$ cat src/rtl/apb_pkg.sv
// Shared types for the APB requester: FSM state, response flags and the
// slave-index width helper used by the top and the decoder.
package apb_pkg;

    typedef enum logic [1:0] {
        IDLE   = 2'd0,
        SETUP  = 2'd1,
        ACCESS = 2'd2
    } state_t;

    typedef struct packed {
        logic valid;
        logic err;
    } rsp_t;

    // Slave-index width; a single slave still gets one index bit so a miss is decodable.
    function automatic int sw_of(input int n);
        return (n > 1) ? $clog2(n) : 1;
    endfunction

endpackage

$ cat src/rtl/apb_master_ctrl_if.sv
// Request/response port plus APB bus of the requester, bundled as one interface.
// Handshake: a request transfers on a cycle where req_valid & req_ready are both high;
// rsp_valid is a single-cycle pulse carrying rsp_rdata/rsp_err, with no back-pressure.
interface apb_master_ctrl_if #(
    parameter int AW   = 5,
    parameter int DW   = 32,
    parameter int NSLV = 2
);
    logic              req_valid;
    logic              req_ready;
    logic              req_write;
    logic [AW-1:0]     req_addr;
    logic [DW-1:0]     req_wdata;
    logic [DW/8-1:0]   req_strb;
    logic              rsp_valid;
    logic [DW-1:0]     rsp_rdata;
    logic              rsp_err;
    logic [NSLV-1:0]   PSEL;
    logic              PENABLE;
    logic              PWRITE;
    logic [AW-1:0]     PADDR;
    logic [DW-1:0]     PWDATA;
    logic [DW/8-1:0]   PSTRB;
    logic [NSLV-1:0]   PREADY;
    logic [NSLV*DW-1:0] PRDATA;
    logic [NSLV-1:0]   PSLVERR;

    modport master (
        input  req_valid, req_write, req_addr, req_wdata, req_strb,
        input  PREADY, PRDATA, PSLVERR,
        output req_ready, rsp_valid, rsp_rdata, rsp_err,
        output PSEL, PENABLE, PWRITE, PADDR, PWDATA, PSTRB
    );

    modport slave (
        output req_valid, req_write, req_addr, req_wdata, req_strb,
        output PREADY, PRDATA, PSLVERR,
        input  req_ready, rsp_valid, rsp_rdata, rsp_err,
        input  PSEL, PENABLE, PWRITE, PADDR, PWDATA, PSTRB
    );
endinterface

$ cat src/rtl/apb_slave_decode.sv
// Address-index to one-hot select (with miss flag), and the return-path mux that
// picks PREADY/PRDATA/PSLVERR of the currently selected slave.
module apb_slave_decode
    import apb_pkg::*;
#(
    parameter int DW   = 32,
    parameter int NSLV = 2,
    parameter int SW   = sw_of(NSLV)
) (
    input  logic [SW-1:0]      idx,
    input  logic [NSLV-1:0]    psel,
    input  logic [NSLV-1:0]    pready,
    input  logic [NSLV*DW-1:0] prdata,
    input  logic [NSLV-1:0]    pslverr,
    output logic [NSLV-1:0]    sel,
    output logic               miss,
    output logic               ready,
    output logic [DW-1:0]      rdata,
    output logic               err
);

    always_comb begin
        sel   = '0;
        miss  = (32'(idx) >= 32'(NSLV));
        ready = 1'b0;
        rdata = '0;
        err   = 1'b0;
        for (int i = 0; i < NSLV; i++) begin
            if (32'(idx) == 32'(i)) sel[i] = 1'b1;
            // PSLVERR only counts on the cycle the selected slave is ready.
            if (psel[i]) begin
                ready = ready | pready[i];
                rdata = rdata | prdata[i*DW +: DW];
                err   = err | (pslverr[i] & pready[i]);
            end
        end
    end

endmodule

$ cat src/rtl/apb_master_ctrl.sv
// APB3/APB4 requester: one request at a time through SETUP/ACCESS, address-decoded
// PSEL, PSTRB, error/timeout reporting and back-to-back transfers without an IDLE gap.
module apb_master_ctrl
    import apb_pkg::*;
#(
    parameter int AW      = 5,
    parameter int DW      = 32,
    parameter int NSLV    = 2,
    parameter int TIMEOUT = 16
) (
    input  logic              PCLK,
    input  logic              PRESETn,
    apb_master_ctrl_if.master bus,
    output state_t            state_dbg
);

    localparam int SW = sw_of(NSLV);
    localparam int SB = DW / 8;
    localparam int CW = (TIMEOUT > 0) ? $clog2(TIMEOUT + 1) : 1;
    localparam logic [CW-1:0] CNT_MAX = '1;

    state_t          state_q, state_d;
    logic            live_q;
    logic [NSLV-1:0] psel_q, psel_d;
    logic            penable_q, penable_d;
    logic            pwrite_q, pwrite_d;
    logic [AW-1:0]   paddr_q, paddr_d;
    logic [DW-1:0]   pwdata_q, pwdata_d;
    logic [SB-1:0]   pstrb_q, pstrb_d;
    rsp_t            rsp_q, rsp_d;
    logic [DW-1:0]   rdata_q, rdata_d;
    logic [CW-1:0]   wcnt_q, wcnt_d;

    logic [NSLV-1:0] dec_sel;
    logic            dec_miss;
    logic            sel_ready, sel_err;
    logic [DW-1:0]   sel_rdata;
    logic            timeout_hit, done, req_ready, accept, load;

    apb_slave_decode #(.DW(DW), .NSLV(NSLV), .SW(SW)) u_decode (
        .idx     (bus.req_addr[AW-1 -: SW]),
        .psel    (psel_q),
        .pready  (bus.PREADY),
        .prdata  (bus.PRDATA),
        .pslverr (bus.PSLVERR),
        .sel     (dec_sel),
        .miss    (dec_miss),
        .ready   (sel_ready),
        .rdata   (sel_rdata),
        .err     (sel_err)
    );

    // The count including the current ACCESS cycle reaching TIMEOUT aborts this cycle.
    assign timeout_hit = (TIMEOUT != 0) && (state_q == ACCESS) && !sel_ready &&
                         ((32'(wcnt_q) + 32'd1) >= 32'(TIMEOUT));
    assign done        = (state_q == ACCESS) && (sel_ready || timeout_hit);
    // A decode miss is not taken while a completion is pending, so two responses never collide.
    assign req_ready   = live_q && ((state_q == IDLE) || (done && !dec_miss));
    assign accept      = bus.req_valid && req_ready;
    assign load        = accept && !dec_miss;

    always_comb begin
        state_d   = state_q;
        psel_d    = psel_q;
        penable_d = penable_q;
        pwrite_d  = pwrite_q;
        paddr_d   = paddr_q;
        pwdata_d  = pwdata_q;
        pstrb_d   = pstrb_q;
        wcnt_d    = wcnt_q;
        rsp_d     = '0;
        rdata_d   = '0;
        case (state_q)
            IDLE: begin
                if (accept && dec_miss) begin
                    rsp_d.valid = 1'b1;
                    rsp_d.err   = 1'b1;
                end
            end
            SETUP: begin
                state_d   = ACCESS;
                penable_d = 1'b1;
                wcnt_d    = '0;
            end
            ACCESS: begin
                if (done) begin
                    rsp_d.valid = 1'b1;
                    rsp_d.err   = timeout_hit | sel_err;
                    if (!pwrite_q && !timeout_hit && !sel_err) rdata_d = sel_rdata;
                    state_d   = IDLE;
                    psel_d    = '0;
                    penable_d = 1'b0;
                end else if (wcnt_q != CNT_MAX) begin
                    wcnt_d = wcnt_q + CW'(1);
                end
            end
            default: state_d = IDLE;
        endcase
        if (load) begin
            state_d   = SETUP;
            psel_d    = dec_sel;
            penable_d = 1'b0;
            pwrite_d  = bus.req_write;
            paddr_d   = bus.req_addr;
            pwdata_d  = bus.req_wdata;
            pstrb_d   = bus.req_write ? bus.req_strb : '0;
        end
    end

    always_ff @(posedge PCLK or negedge PRESETn) begin
        if (!PRESETn) begin
            state_q   <= IDLE;
            live_q    <= 1'b0;
            psel_q    <= '0;
            penable_q <= 1'b0;
            pwrite_q  <= 1'b0;
            paddr_q   <= '0;
            pwdata_q  <= '0;
            pstrb_q   <= '0;
            rsp_q     <= '0;
            rdata_q   <= '0;
            wcnt_q    <= '0;
        end else begin
            state_q   <= state_d;
            live_q    <= 1'b1;
            psel_q    <= psel_d;
            penable_q <= penable_d;
            pwrite_q  <= pwrite_d;
            paddr_q   <= paddr_d;
            pwdata_q  <= pwdata_d;
            pstrb_q   <= pstrb_d;
            rsp_q     <= rsp_d;
            rdata_q   <= rdata_d;
            wcnt_q    <= wcnt_d;
        end
    end

    assign bus.req_ready = req_ready;
    assign bus.rsp_valid = rsp_q.valid;
    assign bus.rsp_err   = rsp_q.err;
    assign bus.rsp_rdata = rdata_q;
    assign bus.PSEL      = psel_q;
    assign bus.PENABLE   = penable_q;
    assign bus.PWRITE    = pwrite_q;
    assign bus.PADDR     = paddr_q;
    assign bus.PWDATA    = pwdata_q;
    assign bus.PSTRB     = pstrb_q;
    assign state_dbg     = state_q;

endmodule
$ cat src/flat_wrapper.sv
// flat-port wrapper written by rule: the top's interface ports become plain ports
module apb_master_ctrl_flat import apb_pkg::*;
#(
    parameter int AW      = 5,
    parameter int DW      = 32,
    parameter int NSLV    = 2,
    parameter int TIMEOUT = 16
)
  (PCLK, PRESETn, state_dbg, bus_req_valid, bus_req_write, bus_req_addr, bus_req_wdata, bus_req_strb, bus_PREADY, bus_PRDATA, bus_PSLVERR, bus_req_ready, bus_rsp_valid, bus_rsp_rdata, bus_rsp_err, bus_PSEL, bus_PENABLE, bus_PWRITE, bus_PADDR, bus_PWDATA, bus_PSTRB);
  apb_master_ctrl_if #(.AW(AW), .DW(DW), .NSLV(NSLV)) bus_i ();
  input  logic PCLK;
  input  logic PRESETn;
  output state_t state_dbg;
  input wire logic [$bits(bus_i.req_valid)-1:0] bus_req_valid;
  input wire logic [$bits(bus_i.req_write)-1:0] bus_req_write;
  input wire logic [$bits(bus_i.req_addr)-1:0] bus_req_addr;
  input wire logic [$bits(bus_i.req_wdata)-1:0] bus_req_wdata;
  input wire logic [$bits(bus_i.req_strb)-1:0] bus_req_strb;
  input wire logic [$bits(bus_i.PREADY)-1:0] bus_PREADY;
  input wire logic [$bits(bus_i.PRDATA)-1:0] bus_PRDATA;
  input wire logic [$bits(bus_i.PSLVERR)-1:0] bus_PSLVERR;
  output wire logic [$bits(bus_i.req_ready)-1:0] bus_req_ready;
  output wire logic [$bits(bus_i.rsp_valid)-1:0] bus_rsp_valid;
  output wire logic [$bits(bus_i.rsp_rdata)-1:0] bus_rsp_rdata;
  output wire logic [$bits(bus_i.rsp_err)-1:0] bus_rsp_err;
  output wire logic [$bits(bus_i.PSEL)-1:0] bus_PSEL;
  output wire logic [$bits(bus_i.PENABLE)-1:0] bus_PENABLE;
  output wire logic [$bits(bus_i.PWRITE)-1:0] bus_PWRITE;
  output wire logic [$bits(bus_i.PADDR)-1:0] bus_PADDR;
  output wire logic [$bits(bus_i.PWDATA)-1:0] bus_PWDATA;
  output wire logic [$bits(bus_i.PSTRB)-1:0] bus_PSTRB;
  assign bus_i.req_valid = bus_req_valid;
  assign bus_i.req_write = bus_req_write;
  assign bus_i.req_addr = bus_req_addr;
  assign bus_i.req_wdata = bus_req_wdata;
  assign bus_i.req_strb = bus_req_strb;
  assign bus_i.PREADY = bus_PREADY;
  assign bus_i.PRDATA = bus_PRDATA;
  assign bus_i.PSLVERR = bus_PSLVERR;
  assign bus_req_ready = bus_i.req_ready;
  assign bus_rsp_valid = bus_i.rsp_valid;
  assign bus_rsp_rdata = bus_i.rsp_rdata;
  assign bus_rsp_err = bus_i.rsp_err;
  assign bus_PSEL = bus_i.PSEL;
  assign bus_PENABLE = bus_i.PENABLE;
  assign bus_PWRITE = bus_i.PWRITE;
  assign bus_PADDR = bus_i.PADDR;
  assign bus_PWDATA = bus_i.PWDATA;
  assign bus_PSTRB = bus_i.PSTRB;
  apb_master_ctrl #(.AW(AW), .DW(DW), .NSLV(NSLV), .TIMEOUT(TIMEOUT)) u_core (.PCLK(PCLK), .PRESETn(PRESETn), .bus(bus_i), .state_dbg(state_dbg));
endmodule
$ cat config.mk
export PLATFORM = sky130hd
export DESIGN_NAME = apb_master_ctrl_flat
export DESIGN_NICKNAME = d
export VERILOG_FILES = /design/src/rtl/apb_pkg.sv /design/src/rtl/apb_master_ctrl_if.sv /design/src/rtl/apb_slave_decode.sv /design/src/rtl/apb_master_ctrl.sv /design/src/flat_wrapper.sv
export SDC_FILE = /design/constraint.sdc
export NUM_CORES = 1
export LEC_CHECK = 0
export BUFFER_PORTS_ARGS = -buffer_cell sky130_fd_sc_hd__buf_2
export CAP_MARGIN = 10
export CORE_MARGIN = 2
export CORE_UTILIZATION = 40
export CTS_CLUSTER_SIZE = 25
export DETAILED_ROUTE_END_ITERATION = 10
export GPL_TIMING_DRIVEN = 0
export PLACE_DENSITY_LB_ADDON = 0.25
export SLEW_MARGIN = 25
export SYNTH_ARGS = -nofsm -noshare
export SYNTH_HDL_FRONTEND = slang
export SYNTH_SLANG_ARGS = --single-unit
$ cat constraint.sdc
create_clock -name PCLK -period 2.22 [get_ports PCLK]
set_clock_uncertainty 0.05 [all_clocks]
set_input_delay 0.222 -clock PCLK [delete_from_list [all_inputs] [get_ports PCLK]]
set_output_delay 0.222 -clock PCLK [all_outputs]
set_load 0.01 [all_outputs]
==> summary.md, run 1 <==
| Metric | Value |
|---|---|
| Placement-stage worst setup slack | `-0.270 ns` |
| Final WS setup | `-0.254 ns` |
| Count of endpoints failing hold in the final timing report | `0` |
| Post-CTS clock slew at the launch and capture registers of the worst setup and hold paths | `0.10 ns` |
| Number of global-route vias before repair | `2856` |
| Worst hold path class | `input pin to flip-flop` |
| Share of the clock period used by the worst path after layout | `1.11` |
| Endpoint required time on the critical path | `2.39 ns` |
| GPL Wtd Cong | `0.817` |
| Global-route congestion overflow total | `0` |
| Worst-case clock buffer depth | `2` |
| Ratio of cells with drive above 1 in the final layout | `0.551` |
| Kind of launch point of the worst setup path | `flip-flop` |
| Floorplan die width | `99.7 um` |
| Global routing usage summed across all routing layers | `0.184` |
| Number of inserted filler cells in the final layout | `763` |
| Commonest cells post-synth | `sky130_fd_sc_hd__dfrtp_1 (87), sky130_fd_sc_hd__nor2_1 (36), sky130_fd_sc_hd__mux2_4 (34), sky130_fd_sc_hd__a22oi_1 (33), sky130_fd_sc_hd__nand2_1 (12)` |
| Run status | `finished with violations` |
| Cell leakage power | `2.74 nW` |
| Launch point of the worst reg-to-reg path | `u_core.wcnt_q[1]$_DFFE_PN0P_` |
| Post-synth top area cell | `sky130_fd_sc_hd__dfrtp_1` |
| Count of state elements after synthesis | `87` |
| Peak supply drop | `0.000572 V` |
| Placeable core region | `8810 um^2` |
| Worst skew pair latency | `0.34 ns` |
| # setup viols final | `52` |
| Total routed wirelength | `9680 um` |
| DRC violations left | `0` |
| Finished Layout Cells | `611` |
| Violations in the final reports | `negative setup slack` |
| Vertical die dimension | `99.7 um` |
| Number of instances in the synthesized netlist | `276` |
| Number of maximum-capacitance constraint violations | `0` |
| Initial core utilization | `0.416` |
| Detailed-routing iteration count for the pre-antenna-repair pass | `4` |
| Clk sink count | `87` |
| DP HPWL | `7040 um` |
| Final-report max-slew violation count | `0` |
| Total non-filler cell area in the finished layout | `5200 um^2` |
| Unrepaired setup endpoints after global routing | `yes` |
| DRC violation total after the first TritonRoute iteration | `50` |
| Clock buffers created by TritonCTS | `9` |
| Worst Setup End Kind | `flip-flop` |
| Via total after detailed routing | `2925` |
| Mapped Nets | `394` |
| Aggregate negative setup slack | `-10.42 ns` |
| Largest net degree at the start of global routing | `54` |
| Unique masters post-synth | `34` |
| Count of input and output buffers | `194` |
| Syn. warnings | `0` |
| FFs w/ async S/R, synth | `1.00` |
| Via density | `4.79` |
| Post-Synthesis Mean Instance Area | `13.3 um^2` |
| Post-synthesis instance area | `3660 um^2` |
| Area enclosed by the die boundary | `9940 um^2` |
| TritonCTS clock tree | `yes` |
| Worst Tran Pin Value | `0.552 ns` |
| Cell at the root of the clock tree | `sky130_fd_sc_hd__clkbuf_8` |
| Layout-stage area growth over the synthesis result | `42.1%` |
| Post-Route Utilization | `0.591` |
| Max Freq | `404 MHz` |
| Site Rows | `34` |
| I/O pin count | `195` |
| Worst min-delay path startpoint | `bus_req_wdata[15]` |
| Main area contributors after synthesis | `sky130_fd_sc_hd__dfrtp_1 (59%), sky130_fd_sc_hd__mux2_4 (14%), sky130_fd_sc_hd__a22oi_1 (6.8%)` |
| Cell area after placement | `4820 um^2` |
| Most used flip-flop cell after synthesis | `sky130_fd_sc_hd__dfrtp_1` |
| Worst Setup SP | `u_core.wcnt_q[1]$_DFFE_PN0P_` |
| Antenna Violating Nets Remaining | `0` |
| EDFF count, synth | `0` |
| CTS H-Tree Depth | `3` |
| Min cycle time layout | `2.47 ns` |
| CP arrival | `2.65 ns` |
| Placed Instances | `579` |
| Initial antenna violation count | `0` |
| Worst Path Max Fanout | `10` |
| Synth top area share | `0.594` |
| Register area share after synthesis | `0.594` |
| Cell area power density | `1170 nW/um^2` |
| Number of nets at the end of the flow | `616` |
| Worst slew margin relative to its limit | `0.630` |
| Count leader, synth | `sky130_fd_sc_hd__dfrtp_1` |
| Average wire per standard cell | `15.8 um` |
| Global-route wire length before repair | `14200 um` |
| Kind of critical path | `flip-flop to flip-flop` |
| Antenna diode count | `0` |
## stage by stage
stage               power (mW)  hold WS [ns]
detailed placement        4.84        0.0915
floorplan                 3.94        -0.124
global route              6.46        0.0332
CTS                       6.08        0.0279
global placement          4.79         0.405
finish                    6.11        0.0457
## where the power goes
part	internal, mW	leakage [nW]	switching [mW]
clock	0.528	0.0933	0.584
sequential	2.06	1.12	0.251
combinational	1.43	1.53	1.26
## layout make-up
class | count | area (um^2) | area share
Multi-Input combinational cell | 163 | 1390 | 0.267
Clock buffer | 10 | 128 | 0.0245
Clock inverter | 6 | 67.6 | 0.0130
Tap cell | 108 | 135 | 0.0260
Timing Repair Buffer | 211 | 1140 | 0.220
Inverter | 10 | 37.5 | 0.00721
Buffer | 16 | 123 | 0.0236
Sequential cell | 87 | 2180 | 0.418
## routing by layer
metal,share of wire,GRT usage
met4,0.017,0.0548
met5,0,0
met1,0.44,0.239
met2,0.48,0.313
met3,0.062,0.0358
## logic make-up (layout without fill, tap and decap cells)
family / count (synthesis) / in the layout / synth area share
simple gates: 57 / 57 / 0.0656
mux: 44 / 44 / 0.168
other cells: 1 / 1 / 0.00102
xor+xnor: 3 / 3 / 0.00718
buf+inv: 26 / 253 / 0.0355
flops: 87 / 87 / 0.594
compound gates: 53 / 53 / 0.111
fa+ha+maj: 5 / 5 / 0.0171
## registers in the layout (all words and copies together), names as in the netlist
| register | count |
|---|---|
| u_core.bus.PSTRB | 4 |
| u_core.wcnt_q | 5 |
| u_core.bus.PWRITE | 1 |
| u_core.bus.rsp_valid | 1 |
| u_core.state_dbg | 2 |
| u_core.bus.PENABLE | 1 |
| u_core.bus.PADDR | 5 |
| u_core.live_q | 1 |
| u_core.bus.rsp_rdata | 32 |
| u_core.bus.PSEL | 2 |
| u_core.bus.PWDATA | 32 |
| u_core.bus.rsp_err | 1 |
## worst paths after layout
check | end | slack (ns) | cells past startpoint
min | u_core.bus.PWDATA[15]$_DFFE_PN0P_ | 0.05 | 2
max in group asynchronous | u_core.bus.rsp_rdata[29]$_DFF_PN0_ | 1.26 | 3
min in group asynchronous | u_core.bus.PWDATA[15]$_DFFE_PN0P_ | 0.28 | 2
max | u_core.bus.PWDATA[30]$_DFFE_PN0P_ | -0.25 | 9
max reg2reg | u_core.bus.PWDATA[30]$_DFFE_PN0P_ | -0.25 | 9
min reg2reg | u_core.bus.PWDATA[20]$_DFFE_PN0P_ | 0.45 | 1
## layout by cell type, fill, tap and decap left out, types with 2 or more instances in the layout
cell,Yosys,final
sky130_fd_sc_hd__o22ai_1,4,4
sky130_fd_sc_hd__o22a_1,2,2
sky130_fd_sc_hd__ha_1,5,3
sky130_fd_sc_hd__inv_6,0,2
sky130_fd_sc_hd__a22oi_1,33,33
sky130_fd_sc_hd__and3_1,3,2
sky130_fd_sc_hd__inv_1,10,9
sky130_fd_sc_hd__buf_12,0,3
sky130_fd_sc_hd__mux2_2,5,5
sky130_fd_sc_hd__xnor2_1,3,3
sky130_fd_sc_hd__clkinvlp_4,0,2
sky130_fd_sc_hd__clkbuf_8,0,9
sky130_fd_sc_hd__a32o_1,2,2
sky130_fd_sc_hd__clkbuf_1,10,11
sky130_fd_sc_hd__mux2i_1,5,5
sky130_fd_sc_hd__mux2_4,34,34
sky130_fd_sc_hd__nand2_1,12,11
sky130_fd_sc_hd__buf_2,2,195
sky130_fd_sc_hd__buf_4,0,14
sky130_fd_sc_hd__nor2_1,36,36
sky130_fd_sc_hd__and2_1,2,2
sky130_fd_sc_hd__o21a_1,2,2
sky130_fd_sc_hd__dfrtp_1,87,87
## critical path: stages (launching register included)
cell	delay [ns]
sky130_fd_sc_hd__dfrtp_1	0.40
sky130_fd_sc_hd__ha_2	0.20
sky130_fd_sc_hd__and3_4	0.15
sky130_fd_sc_hd__ha_4	0.20
sky130_fd_sc_hd__a221o_1	0.28
sky130_fd_sc_hd__buf_4	0.16
sky130_fd_sc_hd__a211oi_4	0.27
sky130_fd_sc_hd__nor2_4	0.14
sky130_fd_sc_hd__buf_12	0.20
sky130_fd_sc_hd__mux2_4	0.29
## timing repair
action / in CTS / in global routing
gates resized for setup: 9 / 1
gates cloned: 0 / 1
setup endpoints to repair: 50 / 53
setup buffers: 8 / 6
hold endpoints to repair: 34 / 0
pin swaps: 3 / 2
hold buffers: 1 / 0
(Power assumes the default switching activity.)
==> inputs of run 2 (changes only) <==
==> constraint.sdc (replaced) <==
create_clock -name PCLK -period 2.22 [get_ports PCLK]
set_clock_uncertainty 0.05 [all_clocks]
set_input_delay 0.222 -clock PCLK [delete_from_list [all_inputs] [get_ports PCLK]]
set_output_delay 0.222 -clock PCLK [all_outputs]
set_load 0.05 [all_outputs]
==> summary.md, run 2 (synthesis results as in run 1) <==
| Metric | Value |
|---|---|
| Via total after detailed routing | `3035 (was 2925)` |
| Worst hold path class | `input pin to flip-flop (unchanged)` |
| Kind of critical path | `flip-flop to flip-flop (unchanged)` |
| Site Rows | `34 (unchanged)` |
| Launch point of the worst reg-to-reg path | `u_core.wcnt_q[1]$_DFFE_PN0P_ (unchanged)` |
| Number of maximum-capacitance constraint violations | `0 (unchanged)` |
| Global-route congestion overflow total | `0 (unchanged)` |
| Ratio of cells with drive above 1 in the final layout | `0.569 (was 0.551)` |
| Worst slew margin relative to its limit | `0.655 (was 0.630)` |
| Violations in the final reports | `negative setup slack (unchanged)` |
| Kind of launch point of the worst setup path | `flip-flop (unchanged)` |
| DRC violations left | `0 (unchanged)` |
| Cell leakage power | `2.83 nW (was 2.74 nW)` |
| Number of global-route vias before repair | `3079 (was 2856)` |
| Initial antenna violation count | `0 (unchanged)` |
| Total routed wirelength | `10400 um (was 9680 um)` |
| I/O pin count | `195 (unchanged)` |
| Antenna Violating Nets Remaining | `0 (unchanged)` |
| Via density | `4.91 (was 4.79)` |
| Largest net degree at the start of global routing | `47 (was 54)` |
| Cell at the root of the clock tree | `sky130_fd_sc_hd__clkbuf_8 (unchanged)` |
| Final WS setup | `-0.341 ns (was -0.254 ns)` |
| Antenna diode count | `0 (unchanged)` |
| DRC violation total after the first TritonRoute iteration | `76 (was 50)` |
| Global routing usage summed across all routing layers | `0.198 (was 0.184)` |
| Vertical die dimension | `99.7 um (unchanged)` |
| CP arrival | `2.75 ns (was 2.65 ns)` |
| CTS H-Tree Depth | `3 (unchanged)` |
| Area occupied by multi-input gates | `1430 um^2 (was 1390 um^2)` |
| Number of inserted filler cells in the final layout | `726 (was 763)` |
| Max Freq | `391 MHz (was 404 MHz)` |
| Unrepaired setup endpoints after global routing | `yes (unchanged)` |
| Storage cell area | `2180 um^2 (unchanged)` |
| Area enclosed by the die boundary | `9940 um^2 (unchanged)` |
| DP HPWL | `7390 um (was 7040 um)` |
| Reg2reg setup slack | `-0.34 ns (was -0.25 ns)` |
| Min cycle time layout | `2.56 ns (was 2.47 ns)` |
| R2R Path End | `u_core.bus.PWDATA[3]$_DFFE_PN0P_ (was u_core.bus.PWDATA[30]$_DFFE_PN0P_)` |
| Aggregate negative setup slack | `-13.87 ns (was -10.42 ns)` |
| Count of endpoints failing hold in the final timing report | `0 (unchanged)` |
| Layout-stage area growth over the synthesis result | `47.4% (was 42.1%)` |
| Worst Path Max Fanout | `5 (was 10)` |
| Hold depth | `2 (unchanged)` |
| Total power | `7.81 mW (was 6.11 mW)` |
| Worst Tran Pin Value | `0.517 ns (was 0.552 ns)` |
| Peak supply drop | `0.000700 V (was 0.000572 V)` |
| Clk sink count | `87 (unchanged)` |
| Number of nets at the end of the flow | `623 (was 616)` |
| Worst-case clock buffer depth | `2 (unchanged)` |
| Endpoint required time on the critical path | `2.41 ns (was 2.39 ns)` |
| Clock buffers created by TritonCTS | `9 (unchanged)` |
| GPL Wtd Cong | `0.861 (was 0.817)` |
| Placeable core region | `8810 um^2 (unchanged)` |
| Worst hold endpoint | `u_core.bus.PWDATA[15]$_DFFE_PN0P_ (unchanged)` |
| Worst R2R Path Depth | `10 (was 9)` |
| Worst min-delay path startpoint | `bus_req_wdata[15] (unchanged)` |
| Post-CTS clock slew at the launch and capture registers of the worst setup and hold paths | `0.10 ns (about the same)` |
| Detailed-routing iteration count for the pre-antenna-repair pass | `4 (unchanged)` |
| Average wire per standard cell | `16.8 um (was 15.8 um)` |
| Global-route wire length before repair | `15500 um (was 14200 um)` |
| Commonest cells after routing, fill and taps aside | `sky130_fd_sc_hd__buf_2 (194), sky130_fd_sc_hd__dfrtp_1 (87), sky130_fd_sc_hd__nor2_1 (35), sky130_fd_sc_hd__mux2_4 (35), sky130_fd_sc_hd__a22oi_1 (33) (was sky130_fd_sc_hd__buf_2 (195), sky130_fd_sc_hd__dfrtp_1 (87), sky130_fd_sc_hd__nor2_1 (36))` |
| Share of the clock period used by the worst path after layout | `1.15 (was 1.11)` |
| Worst skew pair latency | `0.35 ns (was 0.34 ns)` |
| Final-report max-slew violation count | `0 (unchanged)` |
| Floorplan die width | `99.7 um (unchanged)` |
| Count of input and output buffers | `194 (unchanged)` |
| Initial core utilization | `0.416 (unchanged)` |
| Leading cell type in the layout, fill and taps excluded | `sky130_fd_sc_hd__buf_2 (unchanged)` |
| Cell area power density | `1450 nW/um^2 (was 1170 nW/um^2)` |
| TritonCTS clock tree | `yes (unchanged)` |
| Worst Setup End Kind | `flip-flop (unchanged)` |
| Run status | `finished with violations (unchanged)` |
| # setup viols final | `49 (was 52)` |
-- run 2: cell types whose count changed in the layout (fill, tap and decap cells not counted), moves of 2 or more --
cell	previous run	this run
sky130_fd_sc_hd__buf_12	3	6
sky130_fd_sc_hd__buf_6	1	4
sky130_fd_sc_hd__clkbuf_16	1	3
sky130_fd_sc_hd__clkinv_4	0	2
sky130_fd_sc_hd__inv_6	2	0
sky130_fd_sc_hd__inv_8	0	2
-- run 2: routing by layer --
| layer | routed length [um] | global-route usage |
|---|---|---|
| met1 | 4280 | 0.246 |
| met2 | 5410 | 0.354 |
| met3 | 562 | 0.0358 |
| met4 | 121 | 0.0516 |
| met5 | 0 | 0 |
-- run 2: cell type report --
| cell class | count | share of cell area |
|---|---|---|
| Timing Repair Buffer | 218 | 0.237 |
| Clock buffer | 10 | 0.0255 |
| Tap cell | 108 | 0.0250 |
| Clock inverter | 6 | 0.0144 |
| Sequential cell | 87 | 0.403 |
| Buffer | 16 | 0.0236 |
| Multi-Input combinational cell | 163 | 0.264 |
| Inverter | 10 | 0.00696 |
-- run 2: through the flow --
step                      cells  area (um^2)  setup slack [ns]  hold WS, ns   util
after detailed placement    579         4820            -0.290        0.116  0.548
after global placement      578         4790            -0.267        0.405  0.544
after CTS                   606         5210            -0.345       0.0258  0.591
after global routing        618         5400            -0.398       0.0263  0.613
final                       618         5400            -0.341       0.0406  0.613
after floorplan             276         3680           -0.0877       -0.124      -
-- run 2: what timing repair did --
item | CTS | global route
hold buffers | 1 | 0
gates cloned | 0 | 3
setup endpoints to repair | 50 | 53
setup buffers | 10 | 11
gates resized for setup | 17 | 10
hold endpoints to repair | 41 | 0
pin swaps | 4 | 6
-- run 2: worst max-delay path by stage --
stage	startpoint	to	slack, ns	depth (start not counted)
4_1_cts	u_core.wcnt_q[0]$_DFFE_PN0P_	bus_req_ready	-0.34	9
3_5_place_dp	u_core.wcnt_q[1]$_DFFE_PN0P_	u_core.bus.PWDATA[27]$_DFFE_PN0P_	-0.29	8
5_1_grt	u_core.wcnt_q[1]$_DFFE_PN0P_	u_core.bus.PWDATA[0]$_DFFE_PN0P_	-0.40	10
6_report	u_core.wcnt_q[1]$_DFFE_PN0P_	u_core.bus.PWDATA[3]$_DFFE_PN0P_	-0.34	10
3_3_place_gp	u_core.wcnt_q[0]$_DFFE_PN0P_	u_core.bus.PWDATA[25]$_DFFE_PN0P_	-0.27	8
2_1_floorplan	u_core.wcnt_q[0]$_DFFE_PN0P_	u_core.bus.PADDR[0]$_DFFE_PN0P_	-0.09	8
-- run 2: worst max-delay path: stages (launching register included) --
cell                        delay, ns
sky130_fd_sc_hd__dfrtp_1         0.41
sky130_fd_sc_hd__ha_2            0.19
sky130_fd_sc_hd__and3_4          0.15
sky130_fd_sc_hd__ha_4            0.21
sky130_fd_sc_hd__a221o_1         0.30
sky130_fd_sc_hd__buf_6           0.15
sky130_fd_sc_hd__a211oi_4        0.28
sky130_fd_sc_hd__nor2_4          0.09
sky130_fd_sc_hd__buf_12          0.16
sky130_fd_sc_hd__clkbuf_16       0.16
sky130_fd_sc_hd__mux2_4          0.30
-- run 2: power by group --
group | total, mW | leakage (nW) | internal (mW) | switching, mW
registers | 2.32 | 1.12 | 2.06 | 0.263
clock network | 1.18 | 0.107 | 0.571 | 0.608
logic | 4.31 | 1.60 | 1.57 | 2.74
